**src/rtl/ins_fetch_unit_pkg.sv**
```systemverilog
// Shared definitions for the music instruction path: word layout, opcodes and the fetch classifier.
package music_pkg;

  localparam int unsigned INS_W    = 16;
  localparam logic [3:0]  OP_END   = 4'h0;
  localparam logic [3:0]  OP_BPM   = 4'h1;
  localparam int unsigned NOTE_BIT = 15;

  localparam logic [INS_W-1:0] END_WORD         = 16'h0000;
  // Substituted for undecodable words so the executor simply stops.
  localparam logic [INS_W-1:0] EXEC_PLACEHOLDER = END_WORD;

  typedef enum logic [1:0] {
    ClsNote,
    ClsBpm,
    ClsEnd,
    ClsInvalid
  } ins_class_e;

  function automatic ins_class_e classify(input logic [INS_W-1:0] word);
    logic [3:0] op;
    op = word[INS_W-1 -: 4];
    if (word[NOTE_BIT])   return ClsNote;
    if (op == OP_END)     return ClsEnd;
    if (op == OP_BPM)     return ClsBpm;
    return ClsInvalid;
  endfunction

endpackage

```
**src/rtl/ins_fetch_unit_if.sv**
```systemverilog
// SRAM read port and executor handshake of the instruction fetch unit.
interface ins_fetch_unit_if
  import music_pkg::*;
#(
  parameter int unsigned ADDR_W = 18
);

  logic [ADDR_W-1:0] sram_a;
  logic              sram_oe;
  logic [INS_W-1:0]  sram_d;
  logic [INS_W-1:0]  ins_data;
  logic              ins_valid;
  logic              ins_ready;

  modport master (
    output sram_a,
    output sram_oe,
    input  sram_d,
    output ins_data,
    output ins_valid,
    input  ins_ready
  );

  modport slave (
    input  sram_a,
    input  sram_oe,
    output sram_d,
    input  ins_data,
    input  ins_valid,
    output ins_ready
  );

endinterface

```
**src/rtl/ins_fetch_unit_sync_fifo.sv**
```systemverilog
// First-word-fall-through synchronous FIFO; head is read combinationally from the storage array.
module sync_fifo #(
  parameter int unsigned WIDTH = 16,
  parameter int unsigned DEPTH = 4
) (
  input  logic                     clk,
  input  logic                     rst,
  input  logic                     push,
  input  logic [WIDTH-1:0]         push_data,
  input  logic                     pop,
  output logic [WIDTH-1:0]         pop_data,
  output logic                     full,
  output logic                     empty,
  output logic [$clog2(DEPTH):0]   level
);

  localparam int unsigned PTR_W = $clog2(DEPTH);
  localparam logic [PTR_W:0] FULL_LVL = (PTR_W + 1)'(DEPTH);

  logic [WIDTH-1:0] mem_q [DEPTH];
  logic [PTR_W-1:0] rd_q;
  logic [PTR_W-1:0] wr_q;
  logic [PTR_W:0]   level_q;
  logic             do_push;
  logic             do_pop;

  assign full     = (level_q == FULL_LVL);
  assign empty    = (level_q == '0);
  assign do_push  = push && !full;
  assign do_pop   = pop && !empty;
  assign level    = level_q;
  assign pop_data = empty ? '0 : mem_q[rd_q];

  always_ff @(posedge clk) begin
    if (do_push) begin
      mem_q[wr_q] <= push_data;
    end
  end

  always_ff @(posedge clk) begin
    if (rst) begin
      rd_q    <= '0;
      wr_q    <= '0;
      level_q <= '0;
    end else begin
      if (do_push) wr_q <= wr_q + 1'b1;
      if (do_pop)  rd_q <= rd_q + 1'b1;
      case ({do_push, do_pop})
        2'b10:   level_q <= level_q + 1'b1;
        2'b01:   level_q <= level_q - 1'b1;
        default: level_q <= level_q;
      endcase
    end
  end

endmodule

```
**src/rtl/ins_fetch_unit.sv**
```systemverilog
// Fetches music instruction words from async SRAM at a fixed wait-state rate, classifies them
// and buffers them in a FWFT FIFO for the note executor.
module ins_fetch_unit
  import music_pkg::*;
#(
  parameter int unsigned       ADDR_W      = 18,
  parameter int unsigned       DEPTH       = 4,
  parameter int unsigned       WAIT_CYCLES = 2,
  parameter logic [ADDR_W-1:0] START_ADDR  = '0
) (
  input  logic                   clk,
  input  logic                   rst,
  input  logic                   start,
  ins_fetch_unit_if.master       bus,
  output logic [ADDR_W-1:0]      pc,
  output logic [$clog2(DEPTH):0] level,
  output logic                   halted,
  output logic                   err
);

  localparam int unsigned LVL_W = $clog2(DEPTH) + 1;
  localparam int unsigned CNT_W = (WAIT_CYCLES > 1) ? $clog2(WAIT_CYCLES) : 1;

  typedef enum logic [2:0] {
    StIdle,
    StAddr,
    StWait,
    StHold,
    StStopped
  } state_e;

  state_e            state_q;
  logic [CNT_W-1:0]  cnt_q;
  logic [ADDR_W-1:0] pc_q;
  logic [ADDR_W-1:0] sram_a_q;
  logic              sram_oe_q;
  logic              halted_q;
  logic              err_q;

  ins_class_e        cls;
  logic              sample;
  logic              pop;
  logic              fifo_full;
  logic              fifo_empty;
  logic              full_after_push;
  logic [INS_W-1:0]  push_data;
  logic [INS_W-1:0]  head;
  logic [LVL_W-1:0]  fifo_level;

  assign cls       = classify(bus.sram_d);
  assign sample    = (state_q == StWait) && (cnt_q == '0);
  assign push_data = (cls == ClsInvalid) ? EXEC_PLACEHOLDER : bus.sram_d;
  assign pop       = !fifo_empty && bus.ins_ready;
  // Occupancy after this edge's push, accounting for a simultaneous pop.
  assign full_after_push = (fifo_level == LVL_W'(DEPTH - 1)) && !pop;

  sync_fifo #(
    .WIDTH (INS_W),
    .DEPTH (DEPTH)
  ) u_fifo (
    .clk       (clk),
    .rst       (rst),
    .push      (sample),
    .push_data (push_data),
    .pop       (pop),
    .pop_data  (head),
    .full      (fifo_full),
    .empty     (fifo_empty),
    .level     (fifo_level)
  );

  always_ff @(posedge clk) begin
    if (rst) begin
      state_q   <= StIdle;
      cnt_q     <= '0;
      pc_q      <= START_ADDR;
      sram_a_q  <= '0;
      sram_oe_q <= 1'b1;
      halted_q  <= 1'b0;
      err_q     <= 1'b0;
    end else begin
      case (state_q)
        StIdle: begin
          if (start) state_q <= StAddr;
        end
        StAddr: begin
          sram_a_q  <= pc_q;
          sram_oe_q <= 1'b0;
          cnt_q     <= CNT_W'(WAIT_CYCLES - 1);
          state_q   <= StWait;
        end
        StWait: begin
          if (cnt_q != '0) begin
            cnt_q <= cnt_q - 1'b1;
          end else begin
            sram_oe_q <= 1'b1;
            case (cls)
              ClsNote, ClsBpm: begin
                pc_q    <= pc_q + 1'b1;
                state_q <= full_after_push ? StHold : StAddr;
              end
              ClsEnd: begin
                halted_q <= 1'b1;
                state_q  <= StStopped;
              end
              default: begin
                halted_q <= 1'b1;
                err_q    <= 1'b1;
                state_q  <= StStopped;
              end
            endcase
          end
        end
        StHold: begin
          if (!fifo_full) state_q <= StAddr;
        end
        StStopped: begin
          if (start) begin
            pc_q     <= START_ADDR;
            halted_q <= 1'b0;
            err_q    <= 1'b0;
            // Buffered words survive a restart; wait for room if they fill the FIFO.
            state_q  <= fifo_full ? StHold : StAddr;
          end
        end
        default: state_q <= StIdle;
      endcase
    end
  end

  assign bus.sram_a    = sram_a_q;
  assign bus.sram_oe   = sram_oe_q;
  assign bus.ins_data  = head;
  assign bus.ins_valid = !fifo_empty;
  assign pc            = pc_q;
  assign level         = fifo_level;
  assign halted        = halted_q;
  assign err           = err_q;

endmodule

```
**src/flat_wrapper.sv**
```systemverilog
// flat-port wrapper written by rule: the top's interface ports become plain ports
module ins_fetch_unit_flat import music_pkg::*;
#(
  parameter int unsigned       ADDR_W      = 18,
  parameter int unsigned       DEPTH       = 4,
  parameter int unsigned       WAIT_CYCLES = 2,
  parameter logic [ADDR_W-1:0] START_ADDR  = '0
)
  (clk, rst, start, pc, level, halted, err, bus_sram_a, bus_sram_oe, bus_sram_d, bus_ins_data, bus_ins_valid, bus_ins_ready);
  ins_fetch_unit_if #(.ADDR_W(ADDR_W)) bus_i ();
  input  logic clk;
  input  logic rst;
  input  logic start;
  output logic [ADDR_W-1:0] pc;
  output logic [$clog2(DEPTH):0] level;
  output logic halted;
  output logic err;
  output wire logic [$bits(bus_i.sram_a)-1:0] bus_sram_a;
  output wire logic [$bits(bus_i.sram_oe)-1:0] bus_sram_oe;
  input wire logic [$bits(bus_i.sram_d)-1:0] bus_sram_d;
  output wire logic [$bits(bus_i.ins_data)-1:0] bus_ins_data;
  output wire logic [$bits(bus_i.ins_valid)-1:0] bus_ins_valid;
  input wire logic [$bits(bus_i.ins_ready)-1:0] bus_ins_ready;
  assign bus_sram_a = bus_i.sram_a;
  assign bus_sram_oe = bus_i.sram_oe;
  assign bus_i.sram_d = bus_sram_d;
  assign bus_ins_data = bus_i.ins_data;
  assign bus_ins_valid = bus_i.ins_valid;
  assign bus_i.ins_ready = bus_ins_ready;
  ins_fetch_unit #(.ADDR_W(ADDR_W), .DEPTH(DEPTH), .WAIT_CYCLES(WAIT_CYCLES), .START_ADDR(START_ADDR)) u_core (.clk(clk), .rst(rst), .start(start), .bus(bus_i), .pc(pc), .level(level), .halted(halted), .err(err));
endmodule
```
**config.mk**
```make
export PLATFORM = sky130hd
export DESIGN_NAME = ins_fetch_unit_flat
export DESIGN_NICKNAME = d
export VERILOG_FILES = /design/src/rtl/ins_fetch_unit_pkg.sv /design/src/rtl/ins_fetch_unit_if.sv /design/src/rtl/ins_fetch_unit_sync_fifo.sv /design/src/rtl/ins_fetch_unit.sv /design/src/flat_wrapper.sv
export SDC_FILE = /design/constraint.sdc
export NUM_CORES = 1
export LEC_CHECK = 0
export ABC_CLOCK_PERIOD_IN_PS = 7000
export CAP_MARGIN = 5
export CORE_MARGIN = 3
export CORE_UTILIZATION = 40
export CTS_CLUSTER_DIAMETER = 80
export DETAILED_ROUTE_END_ITERATION = 7
export MAX_ROUTING_LAYER = met4
export PLACE_DENSITY = 0.66
export SLEW_MARGIN = 20
export SYNTH_ARGS = -nofsm -noshare
export SYNTH_HDL_FRONTEND = slang
export SYNTH_SLANG_ARGS = --single-unit
```
**constraint.sdc**
```tcl
create_clock -name clk -period 7 [get_ports clk]
set_clock_uncertainty 0.2 [all_clocks]
set_input_delay 1.4 -clock clk [delete_from_list [all_inputs] [get_ports clk]]
set_output_delay 1.4 -clock clk [all_outputs]
set_load 0.05 [all_outputs]
```
# Word level (Yosys, flattened, before mapping)
# Memories as Yosys holds them, arrays and structs flattened. A register that Yosys moved wholly into a read port is not among the register bits.
# Index checks and enable logic that the tools add are counted.
# totals
reg_bits	50
ram_bits	64
inputBits	20
output_inout_bits	59
wordCells	101
memories	1
# mem_list
name	depth	word_bits	rd	rd_ports_with_merged_regs	wr	line	rtl
u_core.u_fifo.mem_q	4	16	1	1	1	ins_fetch_unit_sync_fifo.sv:20	logic [WIDTH-1:0] mem_q [DEPTH];
# op_classes
add_sub_neg	6
n_eq_ne	19
mux	42
bitwise	1
reduce_logical	22
# ops
cell	count
18-bit two-way mux	3
18-bit case mux with 2 select lines	1
16-bit two-way mux	2
2-bit two-way mux	10
18-bit by 1-bit adder with 18-bit output (second input constant)	1
4-bit AND reduction	4
1-bit two-way mux	15
3-bit two-way mux	5
3-bit case mux with 5 select lines	1
2-bit inequality test (second input constant)	7
3-bit by 2-bit equality test with 1-bit output (second input constant)	3
1-bit case mux with 2 select lines	4
2-bit equality test (second input constant)	3
3-bit equality test (second input constant)	2
3-bit logical NOT	2
3-bit case mux with 2 select lines	1
2-bit nonzero test	3
1-bit logical AND	5
2-bit by 1-bit adder with 2-bit output (second input constant)	2
2-bit by 1-bit equality test with 1-bit output (second input constant)	2
4-bit by 1-bit equality test with 1-bit output (second input constant)	1
4-bit logical NOT	1
3-bit by 1-bit adder with 3-bit output (second input constant)	1
3-bit by 1-bit equality test with 1-bit output (second input constant)	1
8 further kinds	10

# Logic depth before layout (Yosys ltp)
# logic_depth
ltp_word	13
ltp_mapped	11

# Modules after synthesis
# A second synthesis with hierarchy kept.
# hier_totals
cells_unflattened	406
hier_area_um2	5086.1
# modules_own_cells
mod	n_inst	cells_each	area_per_inst_um2	seq_area_each_um2
sync_fifo	1	155	3019.1	2102.0
ins_fetch_unit	1	251	2067.0	860.8

# Worst setup path after synthesis
# Ideal clock, no wire load.
# synth_timing
path_kind	reg-to-output
start	reg u_core.u_fifo.level_q[0] (netlist: u_core.u_fifo.level[0])
end	out bus_ins_data[10]
t_arrival_ps	2158
setup_slack_ps	3242
stages_incl_launch_ff	5
path_buffers	2
cell_sequence	dfxtp_1 > or3_1 > clkbuf_1 > clkbuf_1 > and2_1
# synth_via
elab_chain_len	2
# synth_lines
element	line	rtl
start: declaration	ins_fetch_unit_sync_fifo.sv:23	logic [PTR_W:0] level_q;
start signal: assignment	ins_fetch_unit_sync_fifo.sv:49	2'b10: level_q <= level_q + 1'b1;
start signal: assignment	ins_fetch_unit_sync_fifo.sv:50	2'b01: level_q <= level_q - 1'b1;
start signal: assignment	ins_fetch_unit_sync_fifo.sv:51	default: level_q <= level_q;
3-bit logical NOT	ins_fetch_unit_sync_fifo.sv:28	assign empty = (level_q == '0);
16-bit two-way mux	ins_fetch_unit_sync_fifo.sv:32	assign pop_data = empty ? '0 : mem_q[rd_q];
end: declaration	flat_wrapper.sv:21	output wire logic [$bits(bus_i.ins_data)-1:0] bus_ins_data;
# Every way passes these cells.

==> impl_metrics.yaml <==
yosys:
  syn_area_um2: 4920
  syn_area_per_cell_um2: 12.1
  syn_inst: 406
  synth-seq-cells: 116
  synth_flop_cell: "edfxtp_1"
  synth_edf_count: 64
  yosys.cell_types.count: 49
  yosysSeqAreaShare_pct: 60.2
  yosysWarnings: 0
  synthArstFlopShare_pct: 0
  syn-num-nets: 433
pwr:
  p_seq_share_pct: 35.8
  switching_power_mw: 0.558
  power.share.clock_pct: 46.9
  peakVddDrop_v: 0.000203
  p_leak_nw: 2.10
  powerDensity_nw_per_um2: 331
  cell_internal_pwr_mw: 1.59
  p_comb_share_pct: 17.3
  switching_share_pct: 26.0
placed_design:
  portBuffers: 78
  place_congestion: 0.755
  place_area_um2: 5790
  numPlacedInstances: 604
  dpl.hpwl_um: 6820
final_layout:
  final_cell_mix: "clkdlybuf4s50_1, edfxtp_1, dfxtp_1"
  drive_gt1_share_pct: 12.4
  area_growth_pct: 31.9
  stdcell_count: 636
  num_antenna_cells: 0
  stdcell_area_um2: 6490
  layout_commonest_cell: "clkdlybuf4s50_1"
  layout.nets: 507
route:
  drt_iter0_markers: 250
  drt-vias-per-instance: 5.37
  drc: 0
  antenna_left: 0
  firstDrtPassIters: 4
  vias: 3415
  finalWirelength_um: 10600
  wl_per_cell_um: 16.7
grt:
  grt_max_degree: 35
  gr-usage-met1_pct: 20.0
  grt_pass1_vias: 3455
  grt_overflow: 0
  grtUsageMet3_pct: 5.24
  track_usage_pct: 17.6
  met2_usage_pct: 28.8
  grt_busiest_layer: "met2"
  antenna_found_initial: 0
  grt_pass1_wl_um: 17500
critical_path:
  end_kind: "primary output"
  slowest_delay_ns: 0.71
  arrival_ns: 2.58
  critPathMaxFanout: 16
  cp-start-kind: "flip-flop"
  crit_required_ns: 5.40
  critical_path_class: "reg2out"
  worstPathCellList: "mux4_2, and2_1, clkdlybuf4s50_1"
  critPathSlowestCell: "dfxtp_2"
  r2r_start: "u_core.state_q[1]"
run:
  drv.max_cap_violation_count: 0
cts:
  htreeDepth: 4
  cts_sinks: 116
  clk_pin_slew_ns: 0.05
  cts_setup_buffers: 0
  root_buffer: "clkbuf_16"
  clock_path_buffers: 2
  post_cts_resized: 0
  cts_hold_buf: 0
  cts_tree: "yes"
  cts-buffers-inserted: 17
  clock_latency_ns: 0.41
run_status:
  status: "complete, no violations"
sta:
  hold_viol: 0
  setup_viol: 0
  slew_headroom_pct: 41.5
  min_period_over_period_pct: 59.7
  fmax_mhz: 239
  worst_pin_slew_ns: 0.878
  final_max_slew_viol_count: 0
  rsz0062_at_grt: "no"
  min_period_ns: 4.18
  fin_hold_ws_ns: 0.252
  setup-tns-final_ns: 0
worst_hold_path:
  hold_start: "u_core.bus.sram_a[1]"
  hold_path.class: "reg2reg"
die:
  fp.dieW_um: 117
  start_util_pct: 42.0
  dieArea_um2: 13700
  rows: 39
  io_pins: 79
  core_um2: 11700
  die_h_um: 117
-- cells by family after synthesis --
logic type	synth area share, %
flops	60.2
mux	7.96
xor+xnor	1.07
compound gates	8.64
fa+ha+maj	1.93
buf+inv	3.41
simple gates	16.8
-- final timing paths --
path | endpoint | slack, ns | depth (start not counted)
worst max-delay path | bus_ins_data[13] | 2.82 | 3
worst min-delay path | u_core.bus.sram_a[1] | 0.25 | 2
worst min register to register | u_core.bus.sram_a[1] | 0.25 | 2
worst max register to register | u_core.u_fifo.level[2] | 4.13 | 9
-- metal layers --
layer | vias to the layer above | wire length, um
li1 | 1638 | -
met1 | 1660 | 4520
met2 | 107 | 5340
met3 | 10 | 632
met4 | 0 | 135
met5 | - | 0
-- power by group through the flow --
stage / logic, mW / registers (mW) / clock network [mW]
after floorplan: 0.264 / 0.781 / 0
after global placement: 0.370 / 0.785 / 0
after detailed placement: 0.375 / 0.787 / 0
after CTS: 0.376 / 0.773 / 1.03
after global routing: 0.398 / 0.776 / 1.06
final: 0.372 / 0.771 / 1.01
-- flip-flops by register name, indices dropped and copies added, names as in the netlist, named ones only --
name and flops:
u_core.bus.sram_a 18, u_core.pc 18, u_core.u_fifo.wr_q 2, u_core.bus.sram_oe 1, u_core.cnt_q 1, u_core.halted 1, u_core.u_fifo.mem_q 64, u_core.u_fifo.level 3
u_core.err 1, u_core.state_q 3, u_core.u_fifo.rd_q 2
-- synth_stat cells, types with 4 or more instances --
master	instances	area share (%)
a21oi_1	40	4.1
and2_1	36	4.6
buf_2	5	0.51
clkbuf_1	16	1.2
dfxtp_1	52	21
edfxtp_1	64	39
ha_1	6	1.5
inv_1	13	0.99
mux4_2	16	7.3
nand2_1	42	3.2
nand3_1	9	0.92
nand4_1	4	0.51
nor2_1	21	1.6
o21ai_0	6	0.61
o31ai_1	12	1.8
or3_1	5	0.64
or4_1	13	2.0
-- area by class of cell --
cell class              count  area [um2]
repair buffers             80         796
fillers                  1001        5220
inverters                  13        48.8
clock buffers              19         443
flip-flops and latches    116        2960
clock inverters            13         254
multi-input cells         252        1810
well taps                 143         179
-- through the flow --
step                setup slack (ns)  utilization [%]  total power, mW
floorplan                       3.24                -             1.05
CTS                             2.73             55.4             2.18
global route                    2.65             55.4             2.24
finish                          2.82             55.4             2.15
detailed placement              3.19             49.4             1.16
global placement                2.81             49.3             1.15
-- worst max-delay path: cells and delay by family (launching register included) --
kind,cells,cell delay [ns]
buffers and inverters,1,0.69
flip-flops,1,0.71
multiplexers,1,0.59
AND/OR/NAND/NOR,1,0.17
(Power assumes the default switching activity.)
